--- src/rtl/ultrasonic_trigger_ctrl.sv ---
// Trigger/echo sequencer for an HC-SR04 style ultrasonic ranger: fires a trigger pulse,
// qualifies the synchronized echo, and flags done / no echo / timeout / stuck echo.
module ultrasonic_trigger_ctrl #(
  parameter int unsigned TRIG_CYCLES      = 500,
  parameter int unsigned ECHO_WAIT_CYCLES = 50000,
  parameter int unsigned ECHO_MAX_CYCLES  = 1250000,
  parameter int unsigned HOLDOFF_CYCLES   = 3000000
) (
  input  logic       clk,
  input  logic       rst,
  input  logic       start,
  input  logic       auto_mode,
  input  logic       echo_pulse,
  output logic       trig,
  output logic       busy,
  output logic       echo_active,
  output logic       done,
  output logic       no_echo,
  output logic       echo_timeout,
  output logic       echo_stuck,
  output logic [2:0] dbg_state
);

  localparam int unsigned MAX_A = (TRIG_CYCLES > ECHO_WAIT_CYCLES) ? TRIG_CYCLES : ECHO_WAIT_CYCLES;
  localparam int unsigned MAX_B = (ECHO_MAX_CYCLES > HOLDOFF_CYCLES) ? ECHO_MAX_CYCLES : HOLDOFF_CYCLES;
  localparam int unsigned MAX_P = (MAX_A > MAX_B) ? MAX_A : MAX_B;
  localparam int          CNT_W = $clog2(MAX_P + 1);
  localparam logic [CNT_W-1:0] CNT_MAX   = {CNT_W{1'b1}};
  localparam logic [CNT_W-1:0] TRIG_LAST = CNT_W'(TRIG_CYCLES - 1);
  localparam logic [CNT_W-1:0] WAIT_LAST = CNT_W'(ECHO_WAIT_CYCLES - 1);
  localparam logic [CNT_W-1:0] MAX_LAST  = CNT_W'(ECHO_MAX_CYCLES - 1);
  localparam logic [CNT_W-1:0] HOLD_LAST = CNT_W'(HOLDOFF_CYCLES - 1);

  typedef enum logic [2:0] {
    IDLE      = 3'd0,
    TRIG      = 3'd1,
    WAIT_RISE = 3'd2,
    WAIT_FALL = 3'd3,
    HOLDOFF   = 3'd4
  } state_t;

  state_t           state_q, state_d;
  logic [CNT_W-1:0] cnt_q, cnt_d, cnt_inc;
  logic             sync1_q, sync2_q;
  logic             trig_q, trig_d;
  logic             busy_q, busy_d;
  logic             echo_active_q, echo_active_d;
  logic             done_q, done_d;
  logic             no_echo_q, no_echo_d;
  logic             echo_timeout_q, echo_timeout_d;
  logic             echo_stuck_q, echo_stuck_d;
  logic             echo_s;

  assign echo_s  = sync2_q;
  assign cnt_inc = (cnt_q == CNT_MAX) ? cnt_q : cnt_q + 1'b1;

  always_comb begin
    state_d        = state_q;
    done_d         = 1'b0;
    no_echo_d      = 1'b0;
    echo_timeout_d = 1'b0;
    echo_stuck_d   = 1'b0;
    unique case (state_q)
      IDLE: begin
        if (start || auto_mode) begin
          if (echo_s) echo_stuck_d = 1'b1;
          else        state_d      = TRIG;
        end
      end
      TRIG: begin
        if (cnt_q >= TRIG_LAST) state_d = WAIT_RISE;
      end
      // Echo edges are tested before expiry so an edge on the last cycle still counts.
      WAIT_RISE: begin
        if (echo_s) begin
          state_d = WAIT_FALL;
        end else if (cnt_q >= WAIT_LAST) begin
          no_echo_d = 1'b1;
          state_d   = HOLDOFF;
        end
      end
      WAIT_FALL: begin
        if (!echo_s) begin
          done_d  = 1'b1;
          state_d = HOLDOFF;
        end else if (cnt_q >= MAX_LAST) begin
          echo_timeout_d = 1'b1;
          state_d        = HOLDOFF;
        end
      end
      HOLDOFF: begin
        if (cnt_q >= HOLD_LAST) state_d = IDLE;
      end
      default: state_d = IDLE;
    endcase
    cnt_d         = (state_d != state_q || state_q == IDLE) ? '0 : cnt_inc;
    trig_d        = (state_d == TRIG);
    busy_d        = (state_d != IDLE);
    echo_active_d = (state_d == WAIT_FALL);
  end

  always_ff @(posedge clk or posedge rst) begin
    if (rst) begin
      state_q        <= IDLE;
      cnt_q          <= '0;
      sync1_q        <= 1'b0;
      sync2_q        <= 1'b0;
      trig_q         <= 1'b0;
      busy_q         <= 1'b0;
      echo_active_q  <= 1'b0;
      done_q         <= 1'b0;
      no_echo_q      <= 1'b0;
      echo_timeout_q <= 1'b0;
      echo_stuck_q   <= 1'b0;
    end else begin
      state_q        <= state_d;
      cnt_q          <= cnt_d;
      sync1_q        <= echo_pulse;
      sync2_q        <= sync1_q;
      trig_q         <= trig_d;
      busy_q         <= busy_d;
      echo_active_q  <= echo_active_d;
      done_q         <= done_d;
      no_echo_q      <= no_echo_d;
      echo_timeout_q <= echo_timeout_d;
      echo_stuck_q   <= echo_stuck_d;
    end
  end

  assign trig         = trig_q;
  assign busy         = busy_q;
  assign echo_active  = echo_active_q;
  assign done         = done_q;
  assign no_echo      = no_echo_q;
  assign echo_timeout = echo_timeout_q;
  assign echo_stuck   = echo_stuck_q;
  assign dbg_state    = state_q;

endmodule

--- config.mk ---
export PLATFORM = sky130hd
export DESIGN_NAME = ultrasonic_trigger_ctrl
export DESIGN_NICKNAME = d
export VERILOG_FILES = /design/src/rtl/ultrasonic_trigger_ctrl.sv
export SDC_FILE = /design/constraint.sdc
export NUM_CORES = 1
export LEC_CHECK = 0
export ABC_AREA = 1
export BUFFER_PORTS_ARGS = -buffer_cell sky130_fd_sc_hd__buf_4
export CORE_UTILIZATION = 55
export DETAILED_ROUTE_END_ITERATION = 7
export GPL_ROUTABILITY_DRIVEN = 0
export PLACE_DENSITY = 0.74
export SYNTH_ARGS = -nofsm -noshare
export SYNTH_HDL_FRONTEND = slang
export SYNTH_SLANG_ARGS = --single-unit
--- constraint.sdc ---
create_clock -name clk -period 2 [get_ports clk]
set_clock_uncertainty 0.05 [all_clocks]
set_input_delay 0 -clock clk [delete_from_list [all_inputs] [get_ports clk]]
set_output_delay 0 -clock clk [all_outputs]
set_load 0.05 [all_outputs]
# Word-level counts from Yosys, hierarchy flattened
# Cells that the tools add are included.
# Widths: inputs -> output; s select.
[op_classes]
n_eq_ne = 9
n_mux = 22
reduce_logical = 4
n_addsub = 1
magnitude_cmp = 4
[op_table]
columns = ["op", "count"]
rows = [
  ["$mux 22", 2],
  ["$mux 3", 8],
  ["$add 22x1->22 const B", 1],
  ["$eq 22x22->1 const B", 1],
  ["$ge 22x16->1 const B", 1],
  ["$ge 22x21->1 const B", 1],
  ["$ge 22x22->1 const B", 1],
  ["$ge 22x9->1 const B", 1],
  ["$pmux 3 s5", 1],
  ["$mux 1", 11],
  ["$eq 3x2->1 const B", 3],
  ["$eq 3x1->1 const B", 2],
  ["$eq 3x3->1 const B", 1],
  ["$logic_not 3->1", 1],
  ["$ne 3x3->1", 1],
  ["$reduce_bool 3->1", 1],
  ["$logic_or 1x1->1", 2],
  ["$ne 2x1->1 const B", 1],
]
[totals]
out_inout_bits = 10
elab_cells = 51
register_bits = 34

# Depth between registers and ports, before layout
# Gate-level depths: netlist of run 1.
[logic_depth]
depth_word = 7
mapped_depth = 13
depth_no_buf = 12

# Worst setup path before layout of run 1
# No wires, ideal clock.
[synth_path]
kind = "reg-to-reg"
start = "register state_q[0] (netlist: dbg_state[0])"
end = "register cnt_q[3]"
path_stages_with_launch = 12
setup_time_ns = 0.069
arrival_time_ns = 1.858
slack_ns = 0.023
required_ns = 1.881
path_cell_list = "dfrtp_1 > inv_1 > nor3_1 > inv_1 > nor2_2 > nor2_4 > nand3_2 > nand2_2 > nor2_4 > nand2_4 > buf_12 > nor2_2"
[synth_via]
elab_chain_len = 6
word_cells_on_any_way = 18
classes_between = "eq/ne (6); mux (10); reduce/logical (2)"
[synth_lines]
columns = ["item", "line", "source"]
rows = [
  ["start, declared", "42", "state_t state_q, state_d;"],
  ["start signal, assigned", "116", "state_q <= state_d;"],
  ["$mux 3 (on tied branches)", "86, 66, 77", ""],
  ["$mux 3 (on tied branches)", "83, 65, 75", ""],
  ["$pmux 3 s5", "63", "unique case (state_q)"],
  ["$ne 3x3->1", "96", "cnt_d = (state_d != state_q || state_q == IDLE) ? '0 : cnt_inc;"],
  ["$logic_or 1x1->1 (*)", "96", ""],
  ["$ne 2x1->1 (no source line) / $mux 22 (equally long branches)", "n/a", ""],
  ["end signal, assigned", "117", "cnt_q <= cnt_d;"],
  ["end, declared", "43", "logic [CNT_W-1:0] cnt_q, cnt_d, cnt_inc;"],
]
# Every way passes the cells marked *; elsewhere a longest branch is shown, timed or not.
# A chain may end at the register's enable or synchronous reset.

# Worst setup path in the final report of run 1
[layout_path]
start = "register cnt_q[20]"
end = "register cnt_q[9]"
[layout_via]
elab_chain_len = 7
word_cells_on_any_way = 16
classes_between = "order compare (4); eq/ne (3); mux (8); reduce/logical (1)"
[layout_lines]
columns = ["item", "line"]
rows = [
  ["$ge 22x21->1 / $ge 22x16->1 (equally long branches)", "86, 77"],
  ["$mux 3 (on tied branches)", "86, 77"],
  ["$mux 3 (on tied branches)", "83, 75"],
  ["$pmux 3 s5 (*)", "63"],
  ["via state_d[1]", "42"],
  ["$ne 3x3->1 (*)", "96"],
  ["$logic_or 1x1->1 (*)", "96"],
  ["$ne 2x1->1 (no source line) / $mux 22 (equally long branches)", "n/a"],
]
# The timed path passes the listed nets; every way through them passes the cells marked *.

==> results, run 1 <==
- The number of warning messages in the yosys log is 0.
- Max-cap violations in this run came to 0.
- The aggregate global routing overflow is 0.
- After legalization and detailed placement, the total HPWL measured 3530 µm.
- The synthesized area per cell is 7.96 µm².
- The path class of the tightest hold or removal check is input pin to register.
- The CTS buffer count is 5.
- For this design the ratio of total power to cell area is 521 nW/µm².
- Dividing the final minimum period by the clock period gives 94.6%.
- Cells with a size suffix above 1 make up 33.1% of the layout.
- The total net switching power is 288 µW.
- The routed design has 4810 µm of wire.
- The worst setup path is captured at a register.
- The count of final max-slew check failures is 0.
- The final critical-path required period is 1890 ps.
- The relative contribution of sequential cells to total power is 50.8%.
- Input and output buffers added on the ports amount to 14.
- Clock-pin slew was measured on the worst setup and hold paths at 80 ps.
- The cell chosen for the clock root is sky130_fd_sc_hd__clkbuf_8.
- TritonCTS built the clock tree.
- The die span in x is 64.8 µm.
- In this run the tightest slew margin relative to its limit is 71.4%.
- In this run switching power makes up 21.2% of total power.
- The final hold violation count is 0.
- After the last flow step, the layout net total stands at 310.
- In the routed layout, each cell is associated on average with a via count of 5.33.
- At the worst endpoint, the required time is 2130 ps.
- The number of levels in the clock H-tree is 2.
- STA classifies the critical path startpoint as a register.
- The number of clock sinks seen by CTS is 34.
- The detailed router finished its first iteration with 137 violations.
- The initial utilization of the core area, before any placement, comes to 58.3%.
- In this run the deepest clock path goes through 2 buffers.
- The largest vdd supply drop is 0.461 mV.
- The synthesis-stage register bit count is 34.
- Summing all multi-input logic gate instances after layout gives 1180 µm².
- The net count after synthesis is 278.
- During I/O placement, the number of pins put on the boundary was 15.
- The distinct cell type count of the synthesized netlist is 27.
- In the routed design, unresolved DRC markers number 0.
- The pin slew with the least headroom to its limit is 429 ps.
- The first global-routing pass estimated 7860 µm of wire.
- The storage element area is 855 µm².
- Synthesis produced a netlist whose cell count is 272.
- The total vias in the final route is 1880.
- The total core area is 3720 µm².
- The layout has 323 filler cells.
- The setup TNS after final layout is 0 ps.
- The post-synthesis instance area is 2170 µm².
- The pin count of the biggest net entering global routing is 35.
- The wire length per cell after detailed routing is 13.6 µm.
- The number of detailed-routing iterations run before antenna repair is 4.
- The run finished with clean final reports.
- The leading cell type in the layout, fill and taps excluded is sky130_fd_sc_hd__nand2_1.
- The design internal power is 1070 µW.
- Summing the sequential cell areas from Yosys gives 39.3% of the chip area.
- The library cells used most frequently in the layout, excluding fill and tap cells, are sky130_fd_sc_hd__nand2_1, sky130_fd_sc_hd__inv_1, sky130_fd_sc_hd__dfrtp_1.
- At the worst endpoint, the arrival time is 2020 ps.
- The power after layout is 1360 µW.
- The via count of the first global-routing pass is 1685.
- The combinational share of power is 2.1%.
- The clock reaches the later pin of the worst-skew pair after 300 ps.
- The worst setup path is of the register to register kind.
- After detailed placement, the design holds a cell count of 340.
- The die is 64.8 µm tall.
- The final core utilization is 70.2%.
- The die covers 4190 µm².
- Of all nets on the critical path, the largest fanout is 11.
- Summed over all cells, the static leakage comes to 0.00122 µW.
- The repair_antennas step left the layout with diodes totalling 0.
- Of the total power, the clock network draws 47.0%.
- The finished layout holds 353 standard cells, fillers aside.
- Setup violations remaining at the end of the flow were counted as 0.
- The number of standard-cell rows in the floorplan is 22.
- The aggregate global-route resource usage is 24.9%.
- Relative to the synthesized area, the layout overhead comes to 20.4%.
- In this run the remaining antenna-violating nets after routing total 0.
- The number of antenna violations at the first check in global routing came to 0.
- The pre-CTS setup slack is 16.3 ps.
- In the post-route analysis, the smallest setup slack over all paths is 108 ps.
- The highest clock frequency the design can meet is 0.529 GHz.
through the flow:
step	hold slack, ps	cell area (µm²)
3_5_place_dp	60.7	2380
2_1_floorplan	-18.6	2170
5_1_grt	32.9	2610
3_3_place_gp	60.7	2380
6_report	6.18	2610
4_1_cts	0.101	2520
sequential cells by signal (all words and copies together) (netlist names):
name and flops:
cnt_q 22, dbg_state 3, busy 1, done 1, echo_active 1, echo_s 1, echo_stuck 1, echo_timeout 1
no_echo 1, sync1_q 1, trig 1
power by group through the flow:
stage          Clock, µW  Sequential [µW]  Combinational [µW]
6_report             639              691                28.6
5_1_grt              667              691                33.0
4_1_cts              653              691                29.5
3_5_place_dp           0              704                24.9
3_3_place_gp           0              704                24.5
2_1_floorplan          0              703                13.1
timing repair:
action | CTS | global route
setup endpoints to repair | 0 | 22
endpoints found under the hold margin | 36 | 0
gates resized for setup | 0 | 20
hold buffers | 3 | 0
setup buffers | 0 | 2
final timing paths:
path	from	to	slack, ps	cells past startpoint
worst max-delay path	cnt_q[20]	cnt_q[9]	110	11
worst min register to register	sync1_q	echo_s	300	0
worst max register to register	cnt_q[20]	cnt_q[9]	110	11
worst min-delay path	auto_mode	echo_stuck	6	3
min in group asynchronous	rst	trig	290	4
max in group asynchronous	rst	cnt_q[9]	1270	4
per-layer routing:
layer / part of all wire [%] / global-route usage [%] / vias up
met5: 0 / 0 / -
met4: 1.4 / 7.50 / 0
met3: 6.7 / 5.46 / 9
met2: 47 / 38.4 / 73
met1: 44 / 34.9 / 882
li1: - / - / 916
cell usage after synthesis (all sizes together):
library cell  number  area [µm²]
ha                 1        12.5
o21ai              7        50.1
xor2              15         131
nand2             53         221
nor4               2        12.5
dfrtp             34         851
nor2              63         332
nor3b              1        7.51
nand4              9        56.3
buf                5        62.6
nor3              11        60.1
inv               38         143
a21oi              6        33.8
nand3             25         175
xnor2              2        17.5
area by class of cell:
| type | count | share of cell area, % |
|---|---|---|
| timing repair buffer | 30 | 9.88 |
| multi-input combinational | 195 | 45.2 |
| inverter | 38 | 5.47 |
| tap | 48 | 2.30 |
| sequential | 34 | 32.8 |
| clock inverter | 3 | 1.73 |
| clock buffer | 5 | 2.64 |
worst max-delay path, cell delays in order (launching register included):
cell                      delay, ps
sky130_fd_sc_hd__dfrtp_1        450
sky130_fd_sc_hd__nor2_1         120
sky130_fd_sc_hd__nand2_1         80
sky130_fd_sc_hd__nor2_2         180
sky130_fd_sc_hd__nand3_2        130
sky130_fd_sc_hd__a21oi_2        190
sky130_fd_sc_hd__nand3_4        130
sky130_fd_sc_hd__nor2_4         120
sky130_fd_sc_hd__nor2_4          40
sky130_fd_sc_hd__nand2_4         80
sky130_fd_sc_hd__buf_12         150
sky130_fd_sc_hd__nor2_1          50
cells by family (layout without fill, tap and decap cells):
family	after synthesis	in the layout	synth area share (%)
AOI/OAI and AO/OA	13	13	3.87
buffers and inverters	43	76	9.47
adders and majority gates	1	1	0.578
and+or+nand+nor	164	164	39.9
DFF	34	34	39.3
xor gates and xnor gates	17	17	6.87
(Power assumes the default switching activity.)
==> inputs of run 2 (changes only) <==
Settings changed: CTS_BUF_LIST set to sky130_fd_sc_hd__clkbuf_8, GPL_TIMING_DRIVEN set to 0.
==> run 2 against run 1 <==
- the run now ends with hold timing left
- sequential power barely moved
- die area did not move
- non-clock buffer count fell by 2
- sequential share of layout area rose by 0.16 points
- combinational power fell by 12%
- first-iteration DRC count fell by 30%
- power fell by 3.7%
- highest routed layer unchanged
- largest cell class unchanged
- design area fell by 0.48%
==> results, run 2 (synthesis gave the netlist of run 1 again) <==
- Status: finished, violations left (was completed).
- The checks that failed: hold timing.
- The height of the chip is 64.8 µm (unchanged).
- The number of levels in the clock H-tree is 2 (unchanged).
- The power per cell area is 504 nW/µm² (was 521 nW/µm²).
- The final setup violation count is 0 (unchanged).
- The number of violations reported at the end of detailed-routing iteration 0 came to 96 (was 137).
- The number of remaining DRC errors is 0 (unchanged).
- The required time reported for the critical path endpoint came to 2160 ps (was 2130 ps).
- The kind of launch point of the worst setup path is a register (unchanged).
- The remaining antenna violation count after routing was 0 (unchanged).
- The path type of the worst setup path is register to register (unchanged).
- The number of inserted diodes came to 0 (unchanged).
- The fraction of final layout cells sized beyond drive strength 1 is 32.3% (was 33.1%).
- The aggregate global routing overflow is 0 (unchanged).
- The final hold violation count was 1 (was 0).
- The number of clock sinks seen by CTS came to 34 (unchanged).
- The final critical-path required period is 1940 ps (was 1890 ps).
- The post-DP HPWL is 3230 µm (was 3530 µm).
- The leading cell type in the layout, fill and taps excluded is sky130_fd_sc_hd__nand2_1 (unchanged).
- The register with the most flip-flops is cnt_q (unchanged).
- The I/O pin total was 15 (unchanged).
- The max-capacitance violation count is 0 (unchanged).
- The period utilization is 96.8% (was 94.6%).
- The number of flip-flops under the largest register name is 22 (unchanged).
- The count of final max-slew check failures is 0 (unchanged).
- The largest vdd supply drop is 0.397 mV (was 0.461 mV).
- The via count of the first global-routing pass is 1580 (was 1685).
- The aggregate global-route resource usage is 22.8% (was 24.9%).
- The die span in x came to 64.8 µm (unchanged).
- The internal reg-to-reg setup slack is 60 ps (was 110 ps).
- The arrival time of the worst setup path is 2100 ps (was 2020 ps).
- The floorplan die area was 4190 µm² (unchanged).
- The worst hold margin is -0.121 ps (was 6.18 ps).
- The buffer depth of the longest clock path is 2 (unchanged).
- The first-pass GRT wire length is 7270 µm (was 7860 µm).
- The total core area was 3720 µm² (unchanged).
- The growth of design area from synthesis to finish was 19.8% (was 20.4%).
- The wire length per cell after detailed routing is 12.7 µm (was 13.6 µm).
- The cell chosen for the clock root is sky130_fd_sc_hd__clkbuf_8 (unchanged).
- The capturing element type of the critical path is a register (unchanged).
- The total vias in the final route is 1785 (was 1880).
- The setup TNS after final layout is 0 ps (unchanged).
- The pin count of the biggest net entering global routing came to 35 (unchanged).
- The pin slew with the least headroom to its limit is 695 ps (was 429 ps).
- The initial core utilization came to 58.3% (unchanged).
- The number of detailed-routing iterations run before antenna repair is 4 (unchanged).
- The CTS tree is yes (unchanged).
- The highest clock frequency the design can meet is 0.517 GHz (was 0.529 GHz).
- The static power due to leakage came to 0.00121 µW (was 0.00122 µW).
- The post-detailed-route via-to-cell ratio was 5.09 (was 5.33).
- The port buffer count is 14 (unchanged).
- The number of nets at the end of the flow is 308 (was 310).
- The CTS buffer count is 5 (unchanged).
- The number of standard-cell rows in the floorplan is 22 (unchanged).
- The worst slew slack as a fraction of its limit was 53.6% (was 71.4%).
- The clock slew seen by the registers of the worst setup and hold paths came to 70 ps (was 80 ps).
- The number of antenna violations at the first check in global routing came to 0 (unchanged).
- The total wire length came to 4460 µm (was 4810 µm).
- The path category of the worst min-delay check is input pin to register (unchanged).
- The insertion delay to the later sink of the worst-skew pair is 290 ps (was 300 ps).
- The maximum net fanout on the critical path is 10 (was 11).
- Top library cells by usage in the layout, fill and taps aside: sky130_fd_sc_hd__nand2_1, sky130_fd_sc_hd__inv_1, sky130_fd_sc_hd__dfrtp_1 (unchanged).
- The power after layout is 1310 µW (was 1360 µW).
-- run 2: layout make-up --
| class | count | area [µm²] |
|---|---|---|
| sequential | 34 | 855 |
| multi-input combinational | 195 | 1190 |
| timing repair buffer | 23 | 178 |
| buffer | 5 | 62.6 |
| tap | 48 | 60.1 |
| clock buffer | 8 | 110 |
| fill | 301 | 1120 |
| inverter | 38 | 143 |
-- run 2: layer usage --
layer	share of wire, %	wire [µm]	global-route usage [%]	up-vias
met4	0.78	35	5.28	0
met3	4.4	198	5.46	4
met5	0	0	0	-
met2	47	2080	33.9	44
met1	48	2140	33.3	817
li1	-	-	-	920
-- run 2: worst paths after layout --
check / from / endpoint / cells past startpoint
setup / recovery: cnt_q[9] / cnt_q[21] / 11
hold / removal: start / echo_stuck / 3
setup reg to reg: cnt_q[9] / cnt_q[21] / 11
hold reg to reg: sync1_q / echo_s / 0
max in group asynchronous: rst / cnt_q[21] / 3
min in group asynchronous: rst / echo_stuck / 3
-- run 2: critical path, cell delays in order (launching register included) --
cell                      delay, ps
sky130_fd_sc_hd__dfrtp_1        380
sky130_fd_sc_hd__buf_4          170
sky130_fd_sc_hd__nand3_1        150
sky130_fd_sc_hd__nand3_1         90
sky130_fd_sc_hd__nand2_1        100
sky130_fd_sc_hd__nand3_2        100
sky130_fd_sc_hd__a21oi_1        180
sky130_fd_sc_hd__nand2_2        100
sky130_fd_sc_hd__o21ai_2        200
sky130_fd_sc_hd__nand2_4        110
sky130_fd_sc_hd__buf_12         160
sky130_fd_sc_hd__nor2_2          70
-- run 2: timing repair --
item,4_1_cts,5_1_grt
pin swaps,1,7
hold buffers,1,1
resized for setup,2,19
endpoints found under the hold margin,1,34
setup buffers,2,5
endpoints found under the setup margin,21,22
-- run 2: power breakdown --
part / switching (µW) / internal (µW) / total [µW] / leakage (µW)
clock: 244 / 348 / 591 / 0.0000575
sequential: 1.75 / 690 / 691 / 0.000435
combinational: 17.0 / 8.30 / 25.3 / 0.000713
total: 262 / 1050 / 1310 / 0.00121
-- run 2: stage by stage --
stage | instances | util, % | worst slack (ps) | cell area, µm²
floorplan | 272 | - | 23.4 | 2170
global placement | 334 | 62.7 | -85.7 | 2330
detailed placement | 334 | 62.7 | -72.4 | 2330
CTS | 345 | 66.5 | 5.22 | 2470
global route | 351 | 69.8 | -51.3 | 2590
finish | 351 | 69.8 | 64.3 | 2590
==> inputs of run 3 (changes only) <==
Settings changed: PLACE_DENSITY 0.74 to 0.8.
==> run 3 against run 2 <==
- the run now ends clean
- register-to-register slack better by 30 ps
- die area stayed put
- clock power is 0.7% lower
- cell count is 0.85% higher
- largest cell class unchanged
- critical path depth stayed put
- critical path type unchanged
- first-iteration DRC count is 56% higher
- power is 0.41% higher
- combinational power is 37% higher
==> results, run 3 (synthesis gave the netlist of run 1 again) <==
- Status: completed (was finished, violations left).
- The cell chosen for the clock root was sky130_fd_sc_hd__clkbuf_8 (unchanged).
- The period utilization is 95.2% (was 96.8%).
- The number of standard-cell rows in the floorplan came to 22 (unchanged).
- The fraction of final layout cells sized beyond drive strength 1 came to 32.4% (was 32.3%).
- The highest clock frequency the design can meet is 0.525 GHz (was 0.517 GHz).
- The insertion delay to the later sink of the worst-skew pair was 290 ps (about the same).
- The CTS buffer count is 5 (unchanged).
- The largest vdd supply drop is 0.386 mV (was 0.397 mV).
- The most crowded layer after global routing is met2 (unchanged).
- The via count of the first global-routing pass is 1657 (was 1580).
- The required time reported for the critical path endpoint was 2130 ps (was 2160 ps).
- The total wire length was 4690 µm (was 4460 µm).
- The number of antenna violations at the first check in global routing is 0 (unchanged).
- The met1 track demand over resource in global routing is 32.8% (was 33.3%).
- The final worst setup slack is 96.2 ps (was 64.3 ps).
- The aggregate global-route resource usage came to 24.5% (was 22.8%).
- The post-detailed-route via-to-cell ratio is 5.24 (was 5.09).
- The number of levels in the clock H-tree is 2 (unchanged).
- The setup TNS after final layout is 0 ps (unchanged).
- The port buffer count is 14 (unchanged).
- The maximum net fanout on the critical path was 4 (was 10).
- The count of fill cells added during filler insertion was 286 (was 301).
- Top library cells by usage in the layout, fill and taps aside: sky130_fd_sc_hd__nand2_1, sky130_fd_sc_hd__inv_1, sky130_fd_sc_hd__dfrtp_1 (unchanged).
- The I/O pin total was 15 (unchanged).
- The count of final max-slew check failures was 0 (unchanged).
- The pre-CTS setup slack was -75.8 ps (was -72.4 ps).
- The static power due to leakage is 0.00123 µW (was 0.00121 µW).
- The post-DP HPWL is 3250 µm (was 3230 µm).
- The remaining antenna violation count after routing is 0 (unchanged).
- The initial core utilization is 58.3% (unchanged).
- The post-layout instance count excluding filler cells is 354 (was 351).
- The aggregate global routing overflow came to 0 (unchanged).
- The internal reg-to-reg setup slack was 100 ps (was 60 ps).
- The path type of the worst setup path is register to register (unchanged).
- The pin slew with the least headroom to its limit is 647 ps (was 695 ps).
- The buffer depth of the longest clock path came to 2 (unchanged).
- The worst slew slack as a fraction of its limit is 56.6% (was 53.6%).
- The kind of launch point of the worst setup path is a register (unchanged).
- The total instance count after detailed placement is 334 (unchanged).
- The final setup violation count came to 0 (unchanged).
- The number of nets at the end of the flow came to 311 (was 308).
- The register with the most flip-flops is cnt_q (unchanged).
- The floorplan die area is 4190 µm² (unchanged).
- The CTS tree is yes (unchanged).
- The height of the chip is 64.8 µm (unchanged).
- The capturing element type of the critical path is a register (unchanged).
- The growth of design area from synthesis to finish is 22.0% (was 19.8%).
- The pin count of the biggest net entering global routing is 35 (unchanged).
- The max-capacitance violation count was 0 (unchanged).
- The clock slew seen by the registers of the worst setup and hold paths is 70 ps (about the same).
- The number of detailed-routing iterations run before antenna repair is 5 (was 4).
- The number of inserted diodes was 0 (unchanged).
- The total core area came to 3720 µm² (unchanged).
- The final critical-path required period is 1900 ps (was 1940 ps).
- The number of flip-flops under the largest register name was 22 (unchanged).
- The total vias in the final route is 1856 (was 1785).
- The power per cell area is 497 nW/µm² (was 504 nW/µm²).
- The die span in x is 64.8 µm (unchanged).
- The met2 capacity usage during global routing was 37.1% (was 33.9%).
- The number of remaining DRC errors is 0 (unchanged).
- The path category of the worst min-delay check is input pin to register (unchanged).
- The final hold violation count is 0 (was 1).
- The leading cell type in the layout, fill and taps excluded is sky130_fd_sc_hd__nand2_1 (unchanged).
- The first-pass GRT wire length is 7480 µm (was 7270 µm).
- The number of violations reported at the end of detailed-routing iteration 0 was 150 (was 96).
- The arrival time of the worst setup path is 2030 ps (was 2100 ps).
- The number of clock sinks seen by CTS came to 34 (unchanged).
- The wire length per cell after detailed routing is 13.3 µm (was 12.7 µm).
- The met3 track utilization from global routing came to 4.93% (was 5.46%).
==> run 3: worst max-delay path: stages, from the launching register on <==
cell and delay, ps:
sky130_fd_sc_hd__dfrtp_1 420, sky130_fd_sc_hd__ha_4 180, sky130_fd_sc_hd__nand3_4 110, sky130_fd_sc_hd__inv_2 90, sky130_fd_sc_hd__nand2_1 110, sky130_fd_sc_hd__nor2_4 150, sky130_fd_sc_hd__nand3_2 110, sky130_fd_sc_hd__nor2_4 190
sky130_fd_sc_hd__buf_4 140, sky130_fd_sc_hd__nand3_1 70, sky130_fd_sc_hd__o21ai_0 110, sky130_fd_sc_hd__nor2_2 60
==> run 3: what timing repair did <==
action	CTS	global route
endpoints found under the hold margin	2	16
pin swaps	1	5
hold buffers	2	1
setup buffers	0	8
gates resized for setup	5	15
endpoints found under the setup margin	21	22
==> run 3: worst paths after layout <==
kind	depth (start not counted)	end	startpoint
max in group asynchronous	4	cnt_q[17]	rst
hold reg to reg	0	echo_s	sync1_q
hold / removal	3	echo_stuck	auto_mode
setup reg to reg	11	cnt_q[18]	cnt_q[0]
setup / recovery	11	cnt_q[18]	cnt_q[0]
min in group asynchronous	3	dbg_state[1]	rst
==> run 3: power breakdown <==
group | internal, µW | switching (µW)
Sequential | 690 | 1.77
Combinational | 15.0 | 19.7
Clock | 347 | 240
==> run 3: final cells by class <==
type | instances | area (µm²) | share of cell area, %
timing repair buffer | 26 | 223 | 8.43
buffer | 5 | 62.6 | 2.37
tap | 48 | 60.1 | 2.27
inverter | 38 | 143 | 5.40
sequential | 34 | 853 | 32.3
multi-input combinational | 195 | 1190 | 45.1
clock buffer | 8 | 110 | 4.17
==> run 3: stage by stage <==
step	total power (µW)	cell area, µm²	utilization, %	hold WS [ps]
CTS	1330	2480	66.7	7.68
floorplan	717	2170	-	-18.6
global placement	726	2330	62.7	60.3
global route	1360	2640	71.1	32.3
finish	1310	2640	71.1	38.2
detailed placement	727	2330	62.7	60.9
==> run 3: routing by layer <==
metal / share of wire [%] / wire length [µm]
met4: 3.1 / 145
met2: 47 / 2230
met3: 4.0 / 188
met5: 0 / 0
met1: 45 / 2130
